File: config.mk
export PLATFORM = sky130hd
export DESIGN_NAME = vdma_write_triple_buffer_ctl
export DESIGN_NICKNAME = d
export VERILOG_FILES = /design/src/rtl/vdma_write_triple_buffer_ctl_pkg.sv /design/src/rtl/vdma_write_triple_buffer_ctl.sv
export SDC_FILE = /design/constraint.sdc
export NUM_CORES = 1
export LEC_CHECK = 0
export CELL_PAD_IN_SITES_DETAIL_PLACEMENT = 1
export CELL_PAD_IN_SITES_GLOBAL_PLACEMENT = 1
export CORE_MARGIN = 3
export CORE_UTILIZATION = 18
export CTS_CLUSTER_DIAMETER = 200
export CTS_CLUSTER_SIZE = 30
export DETAILED_ROUTE_END_ITERATION = 8
export GPL_TIMING_DRIVEN = 0
export PLACE_DENSITY_LB_ADDON = 0.12
export REMOVE_ABC_BUFFERS = 1
export SLEW_MARGIN = 20
export SYNTH_ARGS = -nofsm -noshare
export SYNTH_HDL_FRONTEND = slang
export SYNTH_SLANG_ARGS = --single-unit
export TNS_END_PERCENT = 20
File: constraint.sdc
create_clock -name aclk -period 2.9 [get_ports aclk]
set_input_delay 0.87 -clock aclk [delete_from_list [all_inputs] [get_ports aclk]]
set_output_delay 0.87 -clock aclk [all_outputs]
set_load 0.02 [all_outputs]
File: src/rtl/vdma_write_triple_buffer_ctl_pkg.sv
// vdma_write_triple_buffer_ctl_pkg: slot encodings, reset permutation and per-cycle event kinds
package vdma_write_triple_buffer_ctl_pkg;
    typedef logic [1:0] slot_t;
    localparam slot_t SLOT0 = 2'd0;
    localparam slot_t SLOT1 = 2'd1;
    localparam slot_t SLOT2 = 2'd2;
    localparam slot_t RST_W = SLOT0;
    localparam slot_t RST_L = SLOT1;
    localparam slot_t RST_R = SLOT2;
    typedef enum logic [2:0] {
        EV_NONE,
        EV_ACCEPT_RUN,
        EV_ACCEPT_IDLE,
        EV_FALL,
        EV_READ
    } wr_event_t;
endpackage

File: src/rtl/vdma_write_triple_buffer_ctl.sv
// vdma_write_triple_buffer_ctl: rotates three frame buffers between a VDMA write core and a reader
module vdma_write_triple_buffer_ctl
    import vdma_write_triple_buffer_ctl_pkg::*;
#(
    parameter int AXI4_ADDR_WIDTH = 32,
    parameter int AXI4_LEN_WIDTH  = 8,
    parameter int STRIDE_WIDTH    = 14,
    parameter int H_WIDTH         = 12,
    parameter int V_WIDTH         = 12,
    parameter int INDEX_WIDTH     = 8
) (
    input  logic                       aclk,
    input  logic                       aresetn,
    input  logic                       cfg_enable,
    input  logic [AXI4_ADDR_WIDTH-1:0] cfg_addr0,
    input  logic [AXI4_ADDR_WIDTH-1:0] cfg_addr1,
    input  logic [AXI4_ADDR_WIDTH-1:0] cfg_addr2,
    input  logic [STRIDE_WIDTH-1:0]    cfg_stride,
    input  logic [H_WIDTH-1:0]         cfg_width,
    input  logic [V_WIDTH-1:0]         cfg_height,
    input  logic [AXI4_LEN_WIDTH-1:0]  cfg_awlen,
    output logic                       ctl_enable,
    output logic                       ctl_update,
    input  logic                       ctl_busy,
    input  logic [INDEX_WIDTH-1:0]     ctl_index,
    output logic [AXI4_ADDR_WIDTH-1:0] param_addr,
    output logic [STRIDE_WIDTH-1:0]    param_stride,
    output logic [H_WIDTH-1:0]         param_width,
    output logic [V_WIDTH-1:0]         param_height,
    output logic [AXI4_LEN_WIDTH-1:0]  param_awlen,
    input  logic                       rd_req,
    output logic                       rd_ack,
    output logic                       rd_new,
    output logic [AXI4_ADDR_WIDTH-1:0] rd_addr,
    output logic [1:0]                 status_w,
    output logic [1:0]                 status_l,
    output logic [1:0]                 status_r,
    output logic                       status_fresh
);
    slot_t                  r_w, r_l, r_r;
    logic                   r_fresh, r_busy_q, r_rd_ack, r_rd_new;
    logic [INDEX_WIDTH-1:0] r_index_q;
    logic                   w_idx_chg, w_fall;
    wr_event_t              w_evt;

    function automatic logic [AXI4_ADDR_WIDTH-1:0] slot_addr(input slot_t s);
        return s == SLOT0 ? cfg_addr0 : s == SLOT1 ? cfg_addr1 : cfg_addr2;
    endfunction

    assign w_idx_chg = ctl_index != r_index_q;
    assign w_fall    = r_busy_q && !ctl_busy;

    // Writer events always win; a pending read retries next cycle since rd_req is a held level.
    always_comb begin
        w_evt = w_idx_chg ? (r_busy_q ? EV_ACCEPT_RUN : EV_ACCEPT_IDLE) :
                w_fall    ? EV_FALL :
                (rd_req && !r_rd_ack) ? EV_READ : EV_NONE;
    end

    // Withholding enable while slots move keeps the core from latching a stale address.
    assign ctl_enable   = aresetn && cfg_enable && !w_fall && (w_evt != EV_READ);
    assign ctl_update   = 1'b1;
    assign param_addr   = slot_addr((ctl_busy || !r_fresh) ? r_l : r_w);
    assign param_stride = cfg_stride;
    assign param_width  = cfg_width;
    assign param_height = cfg_height;
    assign param_awlen  = cfg_awlen;
    assign rd_ack       = r_rd_ack;
    assign rd_new       = r_rd_new;
    assign rd_addr      = slot_addr(r_r);
    assign status_w     = r_w;
    assign status_l     = r_l;
    assign status_r     = r_r;
    assign status_fresh = r_fresh;

    always_ff @(posedge aclk) begin
        if (!aresetn) begin
            r_w       <= RST_W;
            r_l       <= RST_L;
            r_r       <= RST_R;
            r_fresh   <= 1'b0;
            r_busy_q  <= 1'b0;
            r_index_q <= '0;
            r_rd_ack  <= 1'b0;
            r_rd_new  <= 1'b0;
        end else begin
            r_busy_q  <= ctl_busy;
            r_index_q <= ctl_index;
            r_rd_ack  <= w_evt == EV_READ;
            r_rd_new  <= (w_evt == EV_READ) && r_fresh;
            case (w_evt)
                EV_ACCEPT_RUN, EV_FALL: begin
                    r_w     <= r_l;
                    r_l     <= r_w;
                    r_fresh <= 1'b1;
                end
                EV_ACCEPT_IDLE: begin
                    if (!r_fresh) begin
                        r_w <= r_l;
                        r_l <= r_w;
                    end
                end
                EV_READ: begin
                    if (r_fresh) begin
                        r_r     <= r_l;
                        r_l     <= r_r;
                        r_fresh <= 1'b0;
                    end
                end
                default: ;
            endcase
        end
    end
endmodule

# Word-level counts from Yosys, hierarchy flattened
# Cells that the tools add are included.
op_classes:
  muxes: 15
  n_reduce_logical: 20
  n_eq_ne: 10
op_table:
  columns: ["cell", "count"]
  rows:
  - ["32-bit two-way mux", 4]
  - ["2-bit two-way mux", 5]
  - ["3-bit two-way mux", 3]
  - ["8-bit inequality test", 1]
  - ["3-bit by 2-bit equality test with 1-bit output, second input constant", 2]
  - ["1-bit logical AND", 6]
  - ["2-bit case mux with 3 select lines", 1]
  - ["2-bit by 1-bit equality test with 1-bit output, second input constant", 2]
  - ["1-bit logical NOT", 4]
  - ["2-bit logical NOT", 2]
  - ["2-bit inequality test, second input constant", 2]
  - ["2-bit case mux with 2 select lines", 1]
  - ["2-bit AND reduction", 2]
  - ["2-bit nonzero test", 2]
  - ["3-bit by 1-bit equality test with 1-bit output, second input constant", 1]
  - ["3-bit equality test, second input constant", 1]
  - ["3-bit inequality test, second input constant", 1]
  - ["3-bit AND reduction", 1]
  - ["3-bit nonzero test", 1]
  - ["1-bit case mux with 2 select lines", 1]
  - ["2-bit OR reduction", 1]
  - ["1-bit logical OR", 1]
word_totals:
  ff_bits: 18

# Depth between registers and ports, before layout
logic_depth:
  word_depth: 9
  depth_mapped: 6
  ltp_nobuf: 5

# Worst setup path before layout
# No wires, ideal clock.
synth_timing:
  path_kind: "input to output"
  startpoint: "input port ctl_busy"
  endpoint: "output port param_addr[10]"
  arrival_ns: 2.172
  cell_stages: 5
  path_slack_ns: -0.142
  path_buffers: 1
  t_required_ns: 2.030
  path_cell_list: "and2b_4 > mux2i_4 > clkbuf_1 > nor2_1 > a21oi_1"
synth_via:
  elab_chain_len: 5
  elab_cells_between_ends: 6
synth_lines:
  columns: ["item", "line_no", "text"]
  rows:
  - ["start: declaration", "vdma_write_triple_buffer_ctl.sv:24", "input logic ctl_busy,"]
  - ["1-bit logical OR (*)", "vdma_write_triple_buffer_ctl.sv:63", "assign param_addr = slot_addr((ctl_busy || !r_fresh) ? r_l : r_w);"]
  - ["2-bit two-way mux (*)", "vdma_write_triple_buffer_ctl.sv:63", null]
  - ["2-bit by 1-bit equality test with 1-bit output", "vdma_write_triple_buffer_ctl.sv:47", "return s == SLOT0 ? cfg_addr0 : s == SLOT1 ? cfg_addr1 : cfg_addr2;"]
  - ["32-bit two-way mux", "vdma_write_triple_buffer_ctl.sv:47", null]
  - ["32-bit two-way mux (*)", "vdma_write_triple_buffer_ctl.sv:47", null]
  - ["end: declaration", "vdma_write_triple_buffer_ctl.sv:26", "output logic [AXI4_ADDR_WIDTH-1:0] param_addr,"]
# Mark *: on every way between the ends. The rest lies on a longest branch, timed or not.

# Worst setup path in the final report
layout_timing:
  startpoint: "input port ctl_busy"
  endpoint: "output port param_addr[5]"
# The elaborated chain is that of the path after synthesis.

==> out/results.txt <==
Crit. End Element = output pin
CP Class = input port to output pin
Syn Area/Cell = 7.275 µm²
Power Dens Cells = 296.4 mW/mm²
DP Wirelength = 10,860 µm
Clk_skew = 0.001455 ns
Period utilisation layout = 1.094
Post-synthesis register bit count = 18
Sink Count = 18
Die footprint = 0.01540 mm²
Crit path max-delay cell type = and2b_4
RSZ-0062 raised after global routing = yes
Most common cell after layout, fill and taps aside = clkdlybuf4s50_1
Vias in the first global route = 3,265
Worst skew pair latency = 0.25 ns
Final Instance Count excl. Fillers = 663
Yosys warns = 0
DR WL/cell = 21.40 µm
Worst Hold Class = flip-flop to flip-flop
Final worst slack = -0.2712 ns
Antenna viol nets, final = 0
Comb pwr share = 0.605
CTS Hold Bufs = 0
Reg power frac = 0.197
Initial antenna violation count = 0
Crit path arrival time = 2.30 ns
CTS buffer count = 3
Commonest non-fill, non-tap cells in the layout = clkdlybuf4s50_1, mux2i_1, nand2_1, o21ai_0, a21oi_1
Lkg Pwr = 0.001971 µW
Synth Flop Type = dfxtp_1
Reg2reg setup slack = 1.39 ns
Total track usage = 0.1701
Core Area = 0.01345 mm²
Maximum root-to-sink buffer count = 2
Final Hold Viols = 0
Cells after Synth = 345
Layout area overhead = 86.54%
Htree depth = 1
Register area share after synthesis = 0.1436
Ys async rst share = 0
Worst Path Buf+Inv = 4
Dominant cells by area after synthesis = mux2i_1, dfxtp_1, buf_4
First-pass GRT wire length = 19,690 µm
Ant diodes = 0
Finish-stage setup viols = 32
Largest net degree at the start of global routing = 68
Global route overflow = 0
Failing checks = negative setup slack
CP delay by family, top = buffers and inverters
Worst-path clk slew = 0.05 ns
Via density per instance = 4.620
Die Ht = 124.1 µm
Crit-path max cell delay = 0.28 ns
Switching Share = 0.3573
Die X-Extent = 124.1 µm
# IOs = 276
Yosys top cell area share = 0.2712
Fin crit period = 3.171 ns
Share of layout cells above drive strength 1 = 0.2505
DR DRC count = 0
Outcome = complete, but fails checks
Slew HR = 0.5326
Worst-Margin Slew = 0.7011 ns
Final Wtd Congestion = 0.7398
Sw Pwr = 495.9 µW
Post-synth EDFFs = 0
Via count = 3,063
Yosys cell types = 29
Max Slew Vio Count = 0
1st-iter DRT viols = 96
Hold Slack = 0.5328 ns
Drt first pass iters = 4
WL final = 14,190 µm
Worst-path cell chain = buf_6 > and2b_4 > mux2i_4 > buf_12 > bufbuf_16 > nor2_1 > a21oi_1 > buf_4
Placed Cells = 638
Area leader, netlist = mux2i_1
Maximum VDD drop = 0.1530 mV
Port bufs = 182
Fin Setup TNS = -7.386 ns
CTS root buf = clkbuf_16
Worst setup SP type = input port
Final nets = 643
Max frequency = 315.3 MHz
Fill cells = 1,629
Pint = 891.9 µW
Worst EP required = 2.03 ns
Clock power share = 0.199
Maxcap violations = 0
Netlist Area Pre-Place = 0.002510 mm²
Tot Pwr = 1388 µW
Initial core utilization = 0.1866
Row cnt = 42
CP Max Fanout = 10
TritonCTS clock tree = built
-- kinds of logic (layout without fill, tap and decap cells) --
group / after synthesis / after routing / synth area share
AOI/OAI and AO/OA: 79 / 79 / 0.1660
xor gates and xnor gates: 8 / 8 / 0.02792
buffers and inverters: 72 / 214 / 0.1999
DFF: 18 / 18 / 0.1436
muxes: 70 / 70 / 0.2891
other: 1 / 1 / 0.001494
and+or+nand+nor: 97 / 97 / 0.1720
-- path summary, 6_finish.rpt --
check,startpoint,end,cells after the start
hold reg to reg,r_busy_q,status_fresh,2
hold / removal,r_busy_q,status_fresh,2
setup reg to reg,status_r[1],status_l[1],3
setup / recovery,ctl_busy,param_addr[5],8
-- flip-flops by register name, indices dropped and copies added, names as in the netlist --
register      flops
r_index_q         8
status_fresh      1
status_w          2
status_l          2
r_busy_q          1
rd_ack            1
rd_new            1
status_r          2
-- worst reg2reg max path, delay by kind of cell (launching register included) --
family	cells	cell delay, ns
AO/OA/AOI/OAI	3	0.62
flip-flops	1	0.79
-- routing by layer --
metal  vias to the layer above  global-route usage  part of all wire
met3                         6              0.1054              0.13
met1                      1449              0.2030              0.41
li1                       1429                   -                 -
met5                         -             0.05208            0.0032
met2                       177              0.2686              0.46
met4                         2            0.009582            0.0030
-- stage by stage --
step / instance area, µm² / utilization / setup WS, ns
6_report: 4682 / 0.3480 / -0.2712
5_1_grt: 4682 / 0.3480 / -0.3231
4_1_cts: 4553 / 0.3384 / -0.2811
3_5_place_dp: 4165 / 0.3096 / -1.489
3_3_place_gp: 4058 / 0.3016 / -2.177
2_1_floorplan: 2016 / - / -0.6524
-- cell usage after synthesis (all sizes together) (2+ instances only) --
master,count
nand2,37
dfxtp,18
o21ai,36
nor2b,2
and2b,2
clkbuf,16
buf,54
nand3,2
and4,3
mux2i,70
and2,9
a21oi,38
nand4,3
nor2,37
xnor2,8
inv,2
-- area by class of cell --
class                           count  area [µm²]  share of cell area
Clock buffer                        3       75.07             0.01603
Clock inverter                      1       3.754           0.0008017
Inverter                            2       7.507            0.001603
Multi-Input combinational cell    255        1876              0.4006
Sequential cell                    18       367.9             0.07857
Tap cell                          176       220.2             0.04703
Timing Repair Buffer              208        2132              0.4554
-- power by group through the flow --
stage               Sequential, µW  Clock [µW]  Combinational, µW
floorplan                      281           0                314
global route                   274         299                894
global placement               278           0                728
detailed placement             276           0                750
CTS                            272         285                818
finish                         273         276                839
-- what timing repair did --
| item | in CTS | in global routing |
|---|---|---|
| endpoints found under the setup margin | 65 | 50 |
| cloned | 4 | 1 |
| hold endpoints to repair | 0 | 0 |
| setup buffers | 14 | 3 |
| pin swaps | 9 | 10 |
| gates resized for setup | 251 | 69 |
Power figures use the tool's default switching activity.
